[config.mk]
export PLATFORM = sky130hd
export DESIGN_NAME = pc_fetch_ctrl
export DESIGN_NICKNAME = d
export VERILOG_FILES = /design/src/rtl/pc_fetch_ctrl_pkg.sv /design/src/rtl/pc_fetch_ctrl_skid_buf.sv /design/src/rtl/pc_fetch_ctrl.sv
export SDC_FILE = /design/constraint.sdc
export NUM_CORES = 1
export LEC_CHECK = 0
export CAP_MARGIN = 10
export CORE_MARGIN = 3
export CORE_UTILIZATION = 40
export CTS_BUF_LIST = sky130_fd_sc_hd__clkbuf_4
export DETAILED_ROUTE_END_ITERATION = 10
export HOLD_SLACK_MARGIN = 0.06
export PLACE_DENSITY = 0.69
export SLEW_MARGIN = 20
export SYNTH_ARGS = -nofsm -noshare
export SYNTH_HDL_FRONTEND = slang
export SYNTH_SLANG_ARGS = --single-unit
[constraint.sdc]
create_clock -name clk -period 1.8 [get_ports clk]
set_input_delay 0.36 -clock clk [delete_from_list [all_inputs] [get_ports clk]]
set_output_delay 0.36 -clock clk [all_outputs]
set_load 0.01 [all_outputs]
[src/rtl/pc_fetch_ctrl_pkg.sv]
// Shared definitions for the IF stage: FSM states, IF/ID bundle layout and NOP encoding.
package pc_fetch_ctrl_pkg;

  typedef enum logic [1:0] {
    S_IDLE = 2'd0,
    S_REQ  = 2'd1,
    S_HOLD = 2'd2
  } fetch_state_e;

  localparam int IFID_W = 96;
  localparam logic [31:0] NOP_INSTR = 32'h0000_0000;

  // IF/ID bundle, instr in the top word so the packed vector reads {instr, pc, pc4}
  typedef struct packed {
    logic [31:0] instr;
    logic [31:0] pc;
    logic [31:0] pc4;
  } ifid_t;

  function automatic logic is_misaligned(input logic [31:0] addr);
    return addr[1:0] != 2'b00;
  endfunction

endpackage

[src/rtl/pc_fetch_ctrl_skid_buf.sv]
// One-entry IF/ID skid buffer: catches the instruction fetched in the cycle a stall appears.
module pc_fetch_ctrl_skid_buf
  import pc_fetch_ctrl_pkg::*;
(
  input  logic              clk,
  input  logic              reset,
  input  logic              load,
  input  logic              unload,
  input  logic              clear,
  input  logic [IFID_W-1:0] din,
  output logic [IFID_W-1:0] dout,
  output logic              full
);

  logic [IFID_W-1:0] data_reg;
  logic              full_reg;

  always_ff @(posedge clk) begin
    if (reset) begin
      data_reg <= '0;
      full_reg <= 1'b0;
    end else if (clear) begin
      full_reg <= 1'b0;
    end else if (load) begin
      data_reg <= din;
      full_reg <= 1'b1;
    end else if (unload) begin
      full_reg <= 1'b0;
    end
  end

  assign dout = data_reg;
  assign full = full_reg;

endmodule

[src/rtl/pc_fetch_ctrl.sv]
// IF stage: program counter, next-PC selection, imem handshake and IF/ID register.
// Optional build macro PC_ALIGN_CHECK_EN redirects misaligned targets to EXC_VECTOR.
module pc_fetch_ctrl
  import pc_fetch_ctrl_pkg::*;
#(
  parameter logic [31:0] RESET_PC   = 32'h0000_0000,
  parameter logic [31:0] EXC_VECTOR = 32'h0000_0180
) (
  input  logic        clk,
  input  logic        reset,
  output logic [31:0] o_pc,
  input  logic [31:0] i_pc_plus4,
  output logic        o_imem_req,
  input  logic        i_imem_ack,
  input  logic [31:0] i_imem_rdata,
  input  logic        i_stall,
  input  logic        i_jmp,
  input  logic [31:0] i_jmp_target,
  input  logic        i_br_taken,
  input  logic [31:0] i_br_target,
  output logic        o_if_valid,
  output logic [31:0] o_if_instr,
  output logic [31:0] o_if_pc,
  output logic [31:0] o_if_pc4,
  output logic        o_flush,
  output logic        o_misalign
);

  fetch_state_e state_reg, state_next;
  logic [31:0]  pc_reg, pc_next;
  logic [31:0]  redir_pc_reg, redir_pc_next;
  logic         drop_reg, drop_next;
  ifid_t        ifid_reg, ifid_next;
  logic         if_valid_reg, if_valid_next;
  logic         flush_reg, flush_next;
  logic         misalign_reg, misalign_next;

  logic              skid_load, skid_unload, skid_clear, skid_full;
  logic [IFID_W-1:0] skid_dout;
  ifid_t             fetched;

  logic        redirect;
  logic [31:0] raw_tgt;
  logic [31:0] eff_tgt;
  logic        tgt_misaligned;

  assign fetched  = {i_imem_rdata, pc_reg, i_pc_plus4};
  assign redirect = i_br_taken | i_jmp;
  assign raw_tgt  = i_br_taken ? i_br_target : i_jmp_target;

`ifdef PC_ALIGN_CHECK_EN
  assign tgt_misaligned = is_misaligned(raw_tgt);
`else
  assign tgt_misaligned = 1'b0;
`endif

  assign eff_tgt = tgt_misaligned ? EXC_VECTOR : raw_tgt;

  pc_fetch_ctrl_skid_buf u_skid (
    .clk    (clk),
    .reset  (reset),
    .load   (skid_load),
    .unload (skid_unload),
    .clear  (skid_clear),
    .din    (fetched),
    .dout   (skid_dout),
    .full   (skid_full)
  );

  always_ff @(posedge clk) begin
    if (reset) begin
      state_reg    <= S_IDLE;
      pc_reg       <= RESET_PC;
      redir_pc_reg <= RESET_PC;
      drop_reg     <= 1'b0;
      ifid_reg     <= {NOP_INSTR, 32'h0, 32'h0};
      if_valid_reg <= 1'b0;
      flush_reg    <= 1'b0;
      misalign_reg <= 1'b0;
    end else begin
      state_reg    <= state_next;
      pc_reg       <= pc_next;
      redir_pc_reg <= redir_pc_next;
      drop_reg     <= drop_next;
      ifid_reg     <= ifid_next;
      if_valid_reg <= if_valid_next;
      flush_reg    <= flush_next;
      misalign_reg <= misalign_next;
    end
  end

  always_comb begin
    state_next    = state_reg;
    pc_next       = pc_reg;
    redir_pc_next = redir_pc_reg;
    drop_next     = drop_reg;
    ifid_next     = ifid_reg;
    if_valid_next = if_valid_reg;
    flush_next    = 1'b0;
    misalign_next = 1'b0;
    skid_load     = 1'b0;
    skid_unload   = 1'b0;
    skid_clear    = 1'b0;

    if (redirect) begin
      flush_next    = 1'b1;
      misalign_next = tgt_misaligned;
      if_valid_next = 1'b0;
      skid_clear    = 1'b1;
      if (state_reg == S_REQ && !i_imem_ack) begin
        // imem address must stay put until ack; remember where to go afterwards
        drop_next     = 1'b1;
        redir_pc_next = eff_tgt;
      end else begin
        drop_next  = 1'b0;
        pc_next    = eff_tgt;
        state_next = S_REQ;
      end
    end else begin
      case (state_reg)
        S_IDLE: state_next = S_REQ;
        S_REQ: begin
          if (i_imem_ack) begin
            if (drop_reg) begin
              pc_next   = redir_pc_reg;
              drop_next = 1'b0;
              if (!i_stall) if_valid_next = 1'b0;
            end else if (!if_valid_reg || !i_stall) begin
              ifid_next     = fetched;
              if_valid_next = 1'b1;
              pc_next       = i_pc_plus4;
            end else begin
              skid_load  = 1'b1;
              pc_next    = i_pc_plus4;
              state_next = S_HOLD;
            end
          end else if (!i_stall) begin
            if_valid_next = 1'b0;
          end
        end
        S_HOLD: begin
          if (!i_stall) begin
            ifid_next     = skid_dout;
            if_valid_next = skid_full;
            skid_unload   = 1'b1;
            state_next    = S_REQ;
          end
        end
        default: state_next = S_IDLE;
      endcase
    end
  end

  assign o_pc       = pc_reg;
  assign o_imem_req = (state_reg == S_REQ);
  assign o_if_valid = if_valid_reg;
  assign o_if_instr = ifid_reg.instr;
  assign o_if_pc    = ifid_reg.pc;
  assign o_if_pc4   = ifid_reg.pc4;
  assign o_flush    = flush_reg;
  assign o_misalign = misalign_reg;

endmodule

Yosys cells after proc, flatten, opt, wreduce, memory -nomap -nowiden

Index checks and enable logic that the tools add are counted.

Equality and inequality tests: 12
Multiplexer cells: 39
Bitwise logic cells: 3
Reduce and logical (&&, ||, !) cells: 19

Operators with widths:

| cell                 | number |
|---|---|
| $mux W96             | 4 |
| $mux W32             | 6 |
| $pmux W96 S2         | 1 |
| $mux W1              | 20 |
| $mux W2              | 6 |
| $reduce_bool A2 Y1   | 4 |
| $ne A2 B2 Y1 const B | 3 |
| $ne A3 B3 Y1 const B | 2 |
| $pmux W2 S3          | 1 |
| $reduce_and A2 Y1    | 3 |
| $reduce_and A3 Y1    | 2 |
| $reduce_and A6 Y1    | 1 |
| $reduce_and A5 Y1    | 1 |
| $ne A2 B1 Y1 const B | 2 |
| $ne A4 B2 Y1 const B | 1 |
| $reduce_or A2 Y1     | 2 |
| $logic_not A1 Y1     | 3 |
| $ne A3 B1 Y1 const B | 1 |
| $ne A3 B2 Y1 const B | 1 |
| $eq A2 B1 Y1 const B | 1 |
| $eq A2 B2 Y1 const B | 1 |
| $logic_not A2 Y1     | 1 |
| $not A1 Y1           | 2 |
| $pmux W1 S2          | 1 |
| other kinds (3)      | 3 |

Register bits after elaboration: 262
Bits of input ports: 134
Output and inout bits: 132
Word-level logic and storage cells: 84

Logic depth before layout (Yosys ltp)

Gate-level depths: netlist of the first run.

Depth after elaboration: 8
Mapped depth: 11
Depth with buffers taken out: 6

Hierarchy

From an unflattened synthesis of the first run, not the netlist that was laid out.

Cell total of the unflattened synthesis: 1250
Area, all modules: 12316.8 um2

By module, submodules not included:

| module                 | times used | cells an instance | area an instance (um2) | seq. area each (um2) |
|---|---|---|---|---|
| pc_fetch_ctrl          | 1          | 810               | 7938.9                 | 3303.2 |
| pc_fetch_ctrl_skid_buf | 1          | 440               | 4377.9                 | 1941.9 |

Least setup slack after synthesis of the first run

OpenSTA, ideal clock, no wires.

Kind: reg-to-reg
From: register state_reg[0]
To: register ifid_reg, in the netlist o_if_instr[0]
Library setup time: 0.146 ns
Arrival time: 1.723 ns
Required time: 1.654 ns
Setup slack: -0.069 ns
Stages on the path, launching flop included: 12
Path buffers: 5
Period minus slack after synthesis: 1.869 ns
Path through: dfxtp_1 -> inv_1 -> ha_1 -> buf_4 -> nand2_1 -> and3_1 -> buf_2 -> and2_1 -> buf_2 -> buf_6 -> buf_6 -> a211oi_2

Word-level cells in the longest chain between the ends: 3
Elaborated cells on any way between the ends: 9
Those cells by class: eq/ne: 6; mux: 1; reduce/logical: 2

Ends and longest elaborated chain:

| element                                             | RTL line             | source |
|---|---|---|
| start: declaration                                  | pc_fetch_ctrl.sv:29  | `fetch_state_e state_reg, state_next;` |
| start signal: assignment                            | pc_fetch_ctrl.sv:81  | `state_reg <= state_next;` |
| $eq A2 B2 Y1 / $eq A2 B1 Y1 (equally long branches) | pc_fetch_ctrl.sv:120 | `case (state_reg)` |
| $ne A2 B2 Y1 (no line) (tied with other cells)      | n/a                  |  |
| $reduce_and A6 Y1 (no line)                         | n/a                  |  |
| end signal: assignment                              | pc_fetch_ctrl.sv:76  | `ifid_reg <= {NOP_INSTR, 32'h0, 32'h0};` |
| end signal: assignment                              | pc_fetch_ctrl.sv:85  | `ifid_reg <= ifid_next;` |
| end: declaration                                    | pc_fetch_ctrl.sv:33  | `ifid_t ifid_reg, ifid_next;` |

Parallel ways exist; a longest one is shown, timed or not.
A chain may end at the register's enable or synchronous reset.

Final worst setup path of the first run

From: register state_reg[1]
To: output o_imem_req

Word-level cells in the longest chain between the ends: 1

Ends and longest elaborated chain:

| element          | RTL line             | source |
|---|---|---|
| $eq A2 B1 Y1     | pc_fetch_ctrl.sv:155 | `assign o_imem_req = (state_reg == S_REQ);` |
| end: declaration | pc_fetch_ctrl.sv:13  | `output logic o_imem_req,` |

Every way passes these cells.

==> qor.yml, run 1 <==
drive_above_1_share_pct: 16.3
grt-ovfl-total: 0
vias: 10300
clock-sinks: 262
cts_htree_levels: 3
core_um2: 27300
cts_tree: "done"
drc_errors: 0
yosysSeqAreaShare_pct: 46.7
crit_path_start_kind: "flip-flop"
wl_per_cell_um: 18.1
dieHeight_um: 174
p_per_area_nw_per_um2: 876
relSlewSlack_pct: 60.2
drt_iter0_drc: 684
nNetsFinal: 1650
p_leak_nw: 5.81
numCtsBuffers: 72
io_buffers: 264
maxCapViolations: 0
rows: 60
worst_clock_skew_ns: 0.0362
synth_cell_types: 32
grt_pass1_vias: 10100
synth_common_cells: "262 x dfxtp_1, 259 x nand2_1, 193 x a21oi_1"
viasPerCell: 5.32
syn-num-nets: 1367
synth.area.mux_share_pct: 14.3
dieWidth_um: 174
ioPinCount: 266
synth_warnings: 0
synth-compound-area-share_pct: 22.5
grt_pass1_wl_mm: 54.7
worstSetupEndpointType: "primary output"
timing.final.max_slew_violations: 0
path_clk_slew_ns: 0.06
grt_setup_unrepaired: "true"
ir_drop_uv: 366
clk_latency_ns: 0.65
tightest_slew_ns: 0.597
wl_mm: 34.8
synth_flop_cell: "dfxtp_1"
dp_hpwl_mm: 22.1
synthArstFlopShare_pct: 0
synth-simple-area-share_pct: 10.7
largest_reg_flops: 96
crit_fanout: 6
netlist_top_cells_area: "dfxtp_1 47%, mux2i_1 14%, nand2_1 8.7%"
synth.avg_cell_area_um2: 9.15
hold_viol_final: 0
die_area_um2: 30100
area_delta_synth_final_pct: 38.0
timing.fmax_mhz: 561
start_util_pct: 41.2
synth_top_family_by_area: "compound AO/OA/AOI/OAI gates"
yosys.cell_count.top_type: "dfxtp_1"
yosys.area.top_type: "dfxtp_1"
grt_max_degree: 118
final_area_um2: 15500
gp_congestion: 0.806
synth_top_area_share_pct: 46.7
synth_xor_area_share_pct: 0
cts-root-buf: "clkbuf_4"
fin_tns_setup_ns: 0
gr-usage-all-layers_pct: 22.0
cts_buffer_depth: 3
ant_nets: 0
yosys_register_bits: 262
dpl_cell_area_um2: 14600
synth_cells: 1228
hp-class: "in -> reg"
syn_area_um2: 11200
period_minus_slack_ns: 1.78
first_pass_iters: 7
crit_type: "reg -> out"
synth-adder-area-share_pct: 0.557
fin_crit_sh_pct: 99.1
status: "finished clean"
nFillCells: 2507
cp.required_ns: 1.44
synth-edff-count: 0
crit_arrival_ns: 1.42
antenna_found_initial: 3
setup_viol: 0
[cell type report]
class / instances / area (µm²) / share of cell area, %
Multi-Input combinational cell: 842 / 5560 / 35.9
Sequential cell: 262 / 5260 / 33.9
Timing Repair Buffer: 329 / 3320 / 21.4
Clock buffer: 106 / 796 / 5.13
Tap cell: 372 / 465 / 3.00
Clock inverter: 11 / 76.3 / 0.492
Inverter: 4 / 15.0 / 0.0969
Antenna cell: 3 / 7.51 / 0.0484
[per-stage QoR]
stage                     util (%)  power, mW  worst slack [ns]  cells  hold WS, ns
final                         56.9       13.6            0.0160   1929        0.273
after global routing          56.9       14.3           -0.0698   1929        0.223
after CTS                     56.2       13.7            -0.148   1920        0.206
after detailed placement      53.4       8.56            -0.435   1800        0.446
after global placement        53.4       8.52            -0.413   1800        0.441
after floorplan                  -       7.39          0.000190   1228        0.436
[layout by cell type, fill, tap and decap left out, types with 2 or more instances in the layout]
cell type        synthesis  layout
and3_4                   0       2
a211oi_1                90      82
buf_4                    5      36
inv_2                    0       4
clkinv_1                 0       6
inv_1                    4       2
a32o_1                  32      32
o21a_1                   2       2
nand2b_1                 2       2
a211oi_2                40      48
nor3_1                   2       2
ha_4                     0       3
dlygate4sd2_1            0     128
clkdlybuf4s50_1          0     131
nor2_4                   0       4
diode_2                  0       3
clkbuf_16                0       2
ha_1                     5       2
buf_6                    5       3
nor2_1                  36      34
o21ai_0                  2       2
buf_12                   0      23
dfxtp_2                  0      10
a21oi_1                193     193
dfxtp_1                262     252
clkbuf_4                 0     106
nand2_1                259     258
mux2i_1                161     161
[cell families after synthesis]
logic type,count (synthesis)
simple gates,310
mux,161
compound gates,364
other cells,1
fa+ha+maj,5
flops,262
buf+inv,125
[report_power, final]
group | switching [mW] | internal (mW) | total [mW] | leakage [nW]
Sequential | 0.203 | 6.07 | 6.27 | 2.14
Clock | 2.40 | 2.81 | 5.21 | 0.524
Combinational | 1.07 | 1.03 | 2.10 | 3.15
[critical path, cell delays in order, from the launching register on]
cell,delay (ns)
dfxtp_2,0.33
inv_2,0.05
ha_4,0.16
buf_6,0.13
buf_6,0.12
[worst paths after layout]
check | cells after the start | slack, ns | endpoint | from
hold reg to reg | 2 | 0.45 | u_skid.dout[2] | u_skid.dout[2]
setup / recovery | 4 | 0.02 | o_imem_req | state_reg[1]
setup reg to reg | 7 | 0.02 | o_if_instr[13] | state_reg[1]
hold / removal | 3 | 0.27 | u_skid.dout[83] | i_imem_rdata[19]
[layer usage]
| layer | part of all wire [%] | vias up | GRT usage [%] |
|---|---|---|---|
| met5 | 0 | - | 0 |
| met4 | 1.6 | 0 | 5.56 |
| met3 | 6.3 | 50 | 5.32 |
| met2 | 47 | 350 | 36.1 |
| met1 | 45 | 4900 | 29.1 |
| li1 | - | 4968 | - |
[repair_timing]
item / in CTS / in global routing
buffers inserted: 0 / 4
hold endpoints to repair: 1 / 0
hold buffers: 1 / 0
cloned: 2 / 2
resized for setup: 140 / 23
endpoints found under the setup margin: 166 / 109
pin swaps: 1 / 2
(Power assumes the default switching activity.)
==> run 2, diff against run 1 <==
- SKIP_LAST_GASP: not set -> 1
==> qor.yml, run 2 (synthesis results as in run 1) <==
drt_iter0_drc: 678  # was 684
hp-class: "in -> reg"  # unchanged
io_buffers: 264  # unchanged
viasPerCell: 5.33  # was 5.32
clk_latency_ns: 0.65  # about the same
ant_nets: 0  # unchanged
worstSetupEndpointType: "flip-flop"  # was primary output
maxCapViolations: 0  # unchanged
ir_drop_uv: 368  # was 366 µV
timing.fmax_mhz: 559  # was 561 MHz
crit_arrival_ns: 2.28  # was 1.42 ns
ioPinCount: 266  # unchanged
p_per_area_nw_per_um2: 876  # about the same
start_util_pct: 41.2  # unchanged
rrSetupSlack_ns: 0.01  # was 0.02 ns
antenna_found_initial: 3  # unchanged
grt-ovfl-total: 0  # unchanged
timing.final.max_slew_violations: 0  # unchanged
gr-usage-all-layers_pct: 22.0  # unchanged
drive_above_1_share_pct: 16.3  # about the same
core_um2: 27300  # unchanged
p_leak_nw: 5.81  # about the same
mostFrequentLayoutCell: "nand2_1"  # unchanged
fin_crit_sh_pct: 99.3  # was 99.1%
cts_htree_levels: 3  # unchanged
dieWidth_um: 174  # unchanged
clock-sinks: 262  # unchanged
grt_pass1_vias: 10100  # unchanged
cts-root-buf: "clkbuf_4"  # unchanged
wl_mm: 34.8  # about the same
cp.required_ns: 2.29  # was 1.44 ns
nFillCells: 2507  # unchanged
tightest_slew_ns: 0.593  # was 0.597 ns
min_from: "i_imem_rdata[19]"  # unchanged
grt_max_degree: 118  # unchanged
worst_clock_skew_ns: 0.0360  # was 0.0362 ns
post-place-cells: 1800  # unchanged
wl_per_cell_um: 18.1  # about the same
crit_path_start_kind: "flip-flop"  # unchanged
largest_reg_flops: 96  # unchanged
cts_buffer_depth: 3  # unchanged
r2r_start: "state_reg[1]"  # unchanged
die_area_um2: 30100  # unchanged
hold_viol_final: 0  # unchanged
path_clk_slew_ns: 0.06  # about the same
gp_congestion: 0.806  # unchanged
drc_errors: 0  # unchanged
dieHeight_um: 174  # unchanged
preCtsSetupSlack_ns: -0.435  # unchanged
cts_tree: "done"  # unchanged
grt_pass1_wl_mm: 54.7  # unchanged
rows: 60  # unchanged
grt_setup_unrepaired: "true"  # unchanged
critPathLaunch: "state_reg[1]"  # unchanged
first_pass_iters: 5  # was 7
vias: 10300  # about the same
setup_viol: 0  # unchanged
fin_ws_ns: 0.0124  # was 0.0160 ns
crit_type: "reg -> reg"  # was reg -> out
status: "finished clean"  # unchanged
final_cell_mix: "258 x nand2_1, 252 x dfxtp_1, 193 x a21oi_1, 161 x mux2i_1, 131 x clkdlybuf4s50_1"  # unchanged
numCtsBuffers: 72  # unchanged
fin_tns_setup_ns: 0  # unchanged
crit_fanout: 20  # was 6
relSlewSlack_pct: 60.5  # was 60.2%
period_minus_slack_ns: 1.79  # was 1.78 ns
dp_hpwl_mm: 22.1  # unchanged
area_delta_synth_final_pct: 38.0  # about the same
final_cells: 1929  # unchanged
nNetsFinal: 1650  # unchanged
## run 2: cell counts in the layout (fill, tap and decap cells not counted)
Identical to the previous run, type by type.
## run 2: what timing repair did
action,in CTS,in global routing
endpoints found under the hold margin,1,0
pin swaps,1,2
endpoints found under the setup margin,166,102
gates resized for setup,138,24
gates cloned,2,2
hold buffers,1,0
setup buffers,0,4
## run 2: path summary, 6_finish.rpt
| check | end | cells past startpoint |
|---|---|---|
| min | u_skid.dout[83] | 3 |
| min reg2reg | u_skid.dout[2] | 2 |
| max reg2reg | o_if_pc[5] | 8 |
| max | o_if_pc[5] | 8 |
## run 2: layout make-up
| type | instances | area [µm²] | area share, % |
|---|---|---|---|
| Multi-Input combinational cell | 842 | 5560 | 35.8 |
| Sequential cell | 262 | 5260 | 33.9 |
| Timing Repair Buffer | 329 | 3320 | 21.4 |
| Clock buffer | 106 | 796 | 5.14 |
| Tap cell | 372 | 465 | 3.00 |
| Clock inverter | 11 | 76.3 | 0.493 |
| Inverter | 4 | 15.0 | 0.0969 |
| Antenna cell | 3 | 7.51 | 0.0484 |
## run 2: worst max-delay path, stage by stage (launching register included)
cell      delay [ns]
dfxtp_2         0.33
inv_2           0.05
buf_4           0.14
ha_4            0.27
and3_4          0.24
and2_4          0.21
buf_12          0.13
buf_12          0.17
a211oi_1        0.10
## run 2: where the power goes
group          total [mW]  internal [mW]  switching, mW
registers            6.27           6.07          0.202
clock network        5.20           2.81           2.39
logic                2.09           1.03           1.07
total                13.6           9.91           3.66
## run 2: stage by stage
step                cell area, µm²  power [mW]  hold slack [ns]  util (%)
floorplan                    11300        7.39            0.436         -
global placement             14600        8.52            0.441      53.4
detailed placement           14600        8.56            0.446      53.4
CTS                          15300        13.7            0.206      56.2
global route                 15500        14.3            0.223      56.9
finish                       15500        13.6            0.278      56.9
## run 2: layer usage
| metal | GRT usage (%) | up-vias | share of wire [%] |
|---|---|---|---|
| met4 | 5.56 | 0 | 1.7 |
| met2 | 36.1 | 374 | 47 |
| met3 | 5.32 | 53 | 7.1 |
| met5 | 0 | - | 0 |
| li1 | - | 4968 | - |
| met1 | 29.1 | 4895 | 44 |
==> run 3, diff against run 2 <==
- PLACE_DENSITY: 0.69 -> 0.75
==> qor.yml, run 3 (synthesis results as in run 1) <==
sequentialPowerShare_pct: 44.3  # was 46.2%
crit_type: "reg -> reg"  # unchanged
clk_latency_ns: 0.66  # was 0.65 ns
fin_crit_sh_pct: 101  # was 99.3%
cts_tree: "done"  # unchanged
post-place-cells: 1799  # was 1800
ioPinCount: 266  # unchanged
area_delta_synth_final_pct: 43.0  # was 38.0%
final_cells: 1940  # was 1929
status: "finished with violations"  # was finished clean
critical_path_buf_inv_count: 4  # unchanged
drc_errors: 0  # unchanged
dieHeight_um: 174  # unchanged
grt-ovfl-total: 0  # unchanged
crit_path_start_kind: "flip-flop"  # unchanged
critical_path_depth: 8  # unchanged
p_per_area_nw_per_um2: 880  # was 876 nW/µm²
wl_mm: 37.4  # was 34.8 mm
holdPathStages: 3  # unchanged
fin_ws_ns: -0.0187  # was 0.0124 ns
dieWidth_um: 174  # unchanged
hp-class: "in -> reg"  # unchanged
gr-usage-all-layers_pct: 22.3  # was 22.0%
switching_share_pct: 27.0  # about the same
crit_chain: "inv_2 -> buf_4 -> ha_4 -> and3_4 -> and2_4 -> buf_12 -> clkbuf_16 -> a211oi_1"  # was inv_2 -> buf_4 -> ha_4 -> and3_4 -> and2_4 -> buf_12 -> buf_12 -> a211oi_1
timing.final.max_slew_violations: 0  # unchanged
crit_fanout: 8  # was 20
p_int_mw: 10.3  # was 9.91 mW
wl_per_cell_um: 19.3  # was 18.1 µm
final_cell_mix: "258 x nand2_1, 252 x dfxtp_1, 193 x a21oi_1, 161 x mux2i_1, 131 x clkdlybuf4s50_1"  # unchanged
die_area_um2: 30100  # unchanged
worst_clock_skew_ns: 0.0337  # was 0.0360 ns
start_util_pct: 41.2  # unchanged
pwr-share-clk_pct: 39.5  # was 38.4%
setup_viol: 12  # was 0
drt_iter0_drc: 798  # was 678
p_leak_nw: 6.00  # was 5.81 nW
viasPerCell: 5.41  # was 5.33
mostFrequentLayoutCell: "nand2_1"  # unchanged
cp.required_ns: 2.29  # about the same
cts_buffer_depth: 3  # unchanged
critPathMaxStageDelay_ns: 0.33  # about the same
ant_nets: 0  # unchanged
worstSetupEndpointType: "flip-flop"  # unchanged
switchingPower_mw: 3.82  # was 3.66 mW
io_buffers: 264  # unchanged
violations: "negative setup slack"
nNetsFinal: 1661  # was 1650
period_minus_slack_ns: 1.82  # was 1.79 ns
core_um2: 27300  # unchanged
cpMaxStageDelayCell: "dfxtp_2"  # unchanged
grt_pass1_vias: 10200  # was 10100
grt_pass1_wl_mm: 54.9  # was 54.7 mm
vias: 10500  # was 10300
cts-root-buf: "clkbuf_4"  # unchanged
crit_arrival_ns: 2.31  # was 2.28 ns
antenna_found_initial: 1  # was 3
dp_hpwl_mm: 22.8  # was 22.1 mm
numCtsBuffers: 72  # unchanged
path_clk_slew_ns: 0.07  # was 0.06 ns
first_pass_iters: 5  # unchanged
clock-sinks: 262  # unchanged
drive_above_1_share_pct: 19.4  # was 16.3%
hold_viol_final: 0  # unchanged
tightest_slew_ns: 0.561  # was 0.593 ns
multiInputGateArea_um2: 5750  # was 5560 µm²
gp_congestion: 0.831  # was 0.806
regArea_um2: 5260  # unchanged
rows: 60  # unchanged
hold_buffers: 0  # was 1
largest_reg_flops: 96  # unchanged
nFillCells: 2399  # was 2507
maxCapViolations: 0  # unchanged
preCtsSetupSlack_ns: -0.466  # was -0.435 ns
ir_drop_uv: 381  # was 368 µV
cts_htree_levels: 3  # unchanged
combPwrFrac_pct: 16.2  # was 15.4%
cp_top_family: "buffers and inverters"  # unchanged
grt_max_degree: 89  # was 118
reg2regPathDepth: 8  # unchanged
timing.fmax_mhz: 550  # was 559 MHz
relSlewSlack_pct: 62.5  # was 60.5%
grt_setup_unrepaired: "true"  # unchanged
-- run 3: changes by cell type in the layout (fill, tap and decap cells not counted), sizes merged, moves of 2 or more --
cell / previous run / this run
buf: 63 / 69
bufinv: 1 / 3
clkbuf: 110 / 118
clkdlybuf4s15: 1 / 3
diode: 3 / 1
-- run 3: power by group through the flow --
stage / clock (mW) / combinational (mW) / sequential [mW]
finish: 5.59 / 2.29 / 6.26
global route: 6.04 / 2.45 / 6.29
CTS: 5.73 / 2.09 / 6.26
detailed placement: 0 / 2.20 / 6.39
global placement: 0 / 2.16 / 6.38
floorplan: 0 / 0.960 / 6.43
-- run 3: layout make-up --
type / instances / share of cell area [%]
tap: 372 / 2.90
clock inverter: 11 / 0.771
clock buffer: 108 / 5.05
inverter: 4 / 0.109
sequential: 262 / 32.7
timing repair buffer: 340 / 22.6
multi-input combinational: 842 / 35.8
antenna: 1 / 0.0156
-- run 3: worst reg2reg max path, delay by kind of cell, from the launching register on --
family	cells	cell delay, ns
adders and majority gates	1	0.26
AOI/OAI and AO/OA	1	0.07
DFF	1	0.33
and+or+nand+nor	2	0.48
buffers and inverters	4	0.53
-- run 3: metrics by stage --
stage | hold WS, ns | total power, mW | setup TNS, ns | utilization (%) | instance area (µm²)
6_report | 0.206 | 14.1 | -0.0773 | 58.9 | 16100
5_1_grt | 0.165 | 14.8 | -2.26 | 58.9 | 16100
4_1_cts | 0.131 | 14.1 | -0.289 | 56.5 | 15400
3_5_place_dp | 0.448 | 8.59 | -62.21 | 53.5 | 14600
3_3_place_gp | 0.441 | 8.55 | -59.98 | 53.5 | 14600
2_1_floorplan | 0.436 | 7.39 | 0 | - | 11300
-- run 3: what timing repair did --
item | CTS | global route
resized for setup | 144 | 68
pin swaps | 1 | 6
setup buffers | 0 | 7
setup endpoints to repair | 166 | 132
gates cloned | 1 | 13
-- run 3: worst paths after layout --
| check | start | endpoint | slack (ns) |
|---|---|---|---|
| setup / recovery | state_reg[1] | o_if_pc4[30] | -0.02 |
| hold / removal | reset | u_skid.dout[0] | 0.21 |
| setup reg to reg | state_reg[1] | o_if_pc4[30] | -0.02 |
| hold reg to reg | u_skid.dout[8] | u_skid.dout[8] | 0.45 |
-- run 3: layer usage --
| layer | share of wire [%] | wire (µm) | GRT usage (%) | vias up |
|---|---|---|---|---|
| met5 | 0 | 0 | 0 | - |
| met4 | 1.9 | 729 | 7.51 | 0 |
| met3 | 6.7 | 2500 | 5.41 | 55 |
| met2 | 48 | 18000 | 37.1 | 404 |
| met1 | 43 | 16200 | 28.5 | 5045 |
| li1 | - | - | - | 4986 |
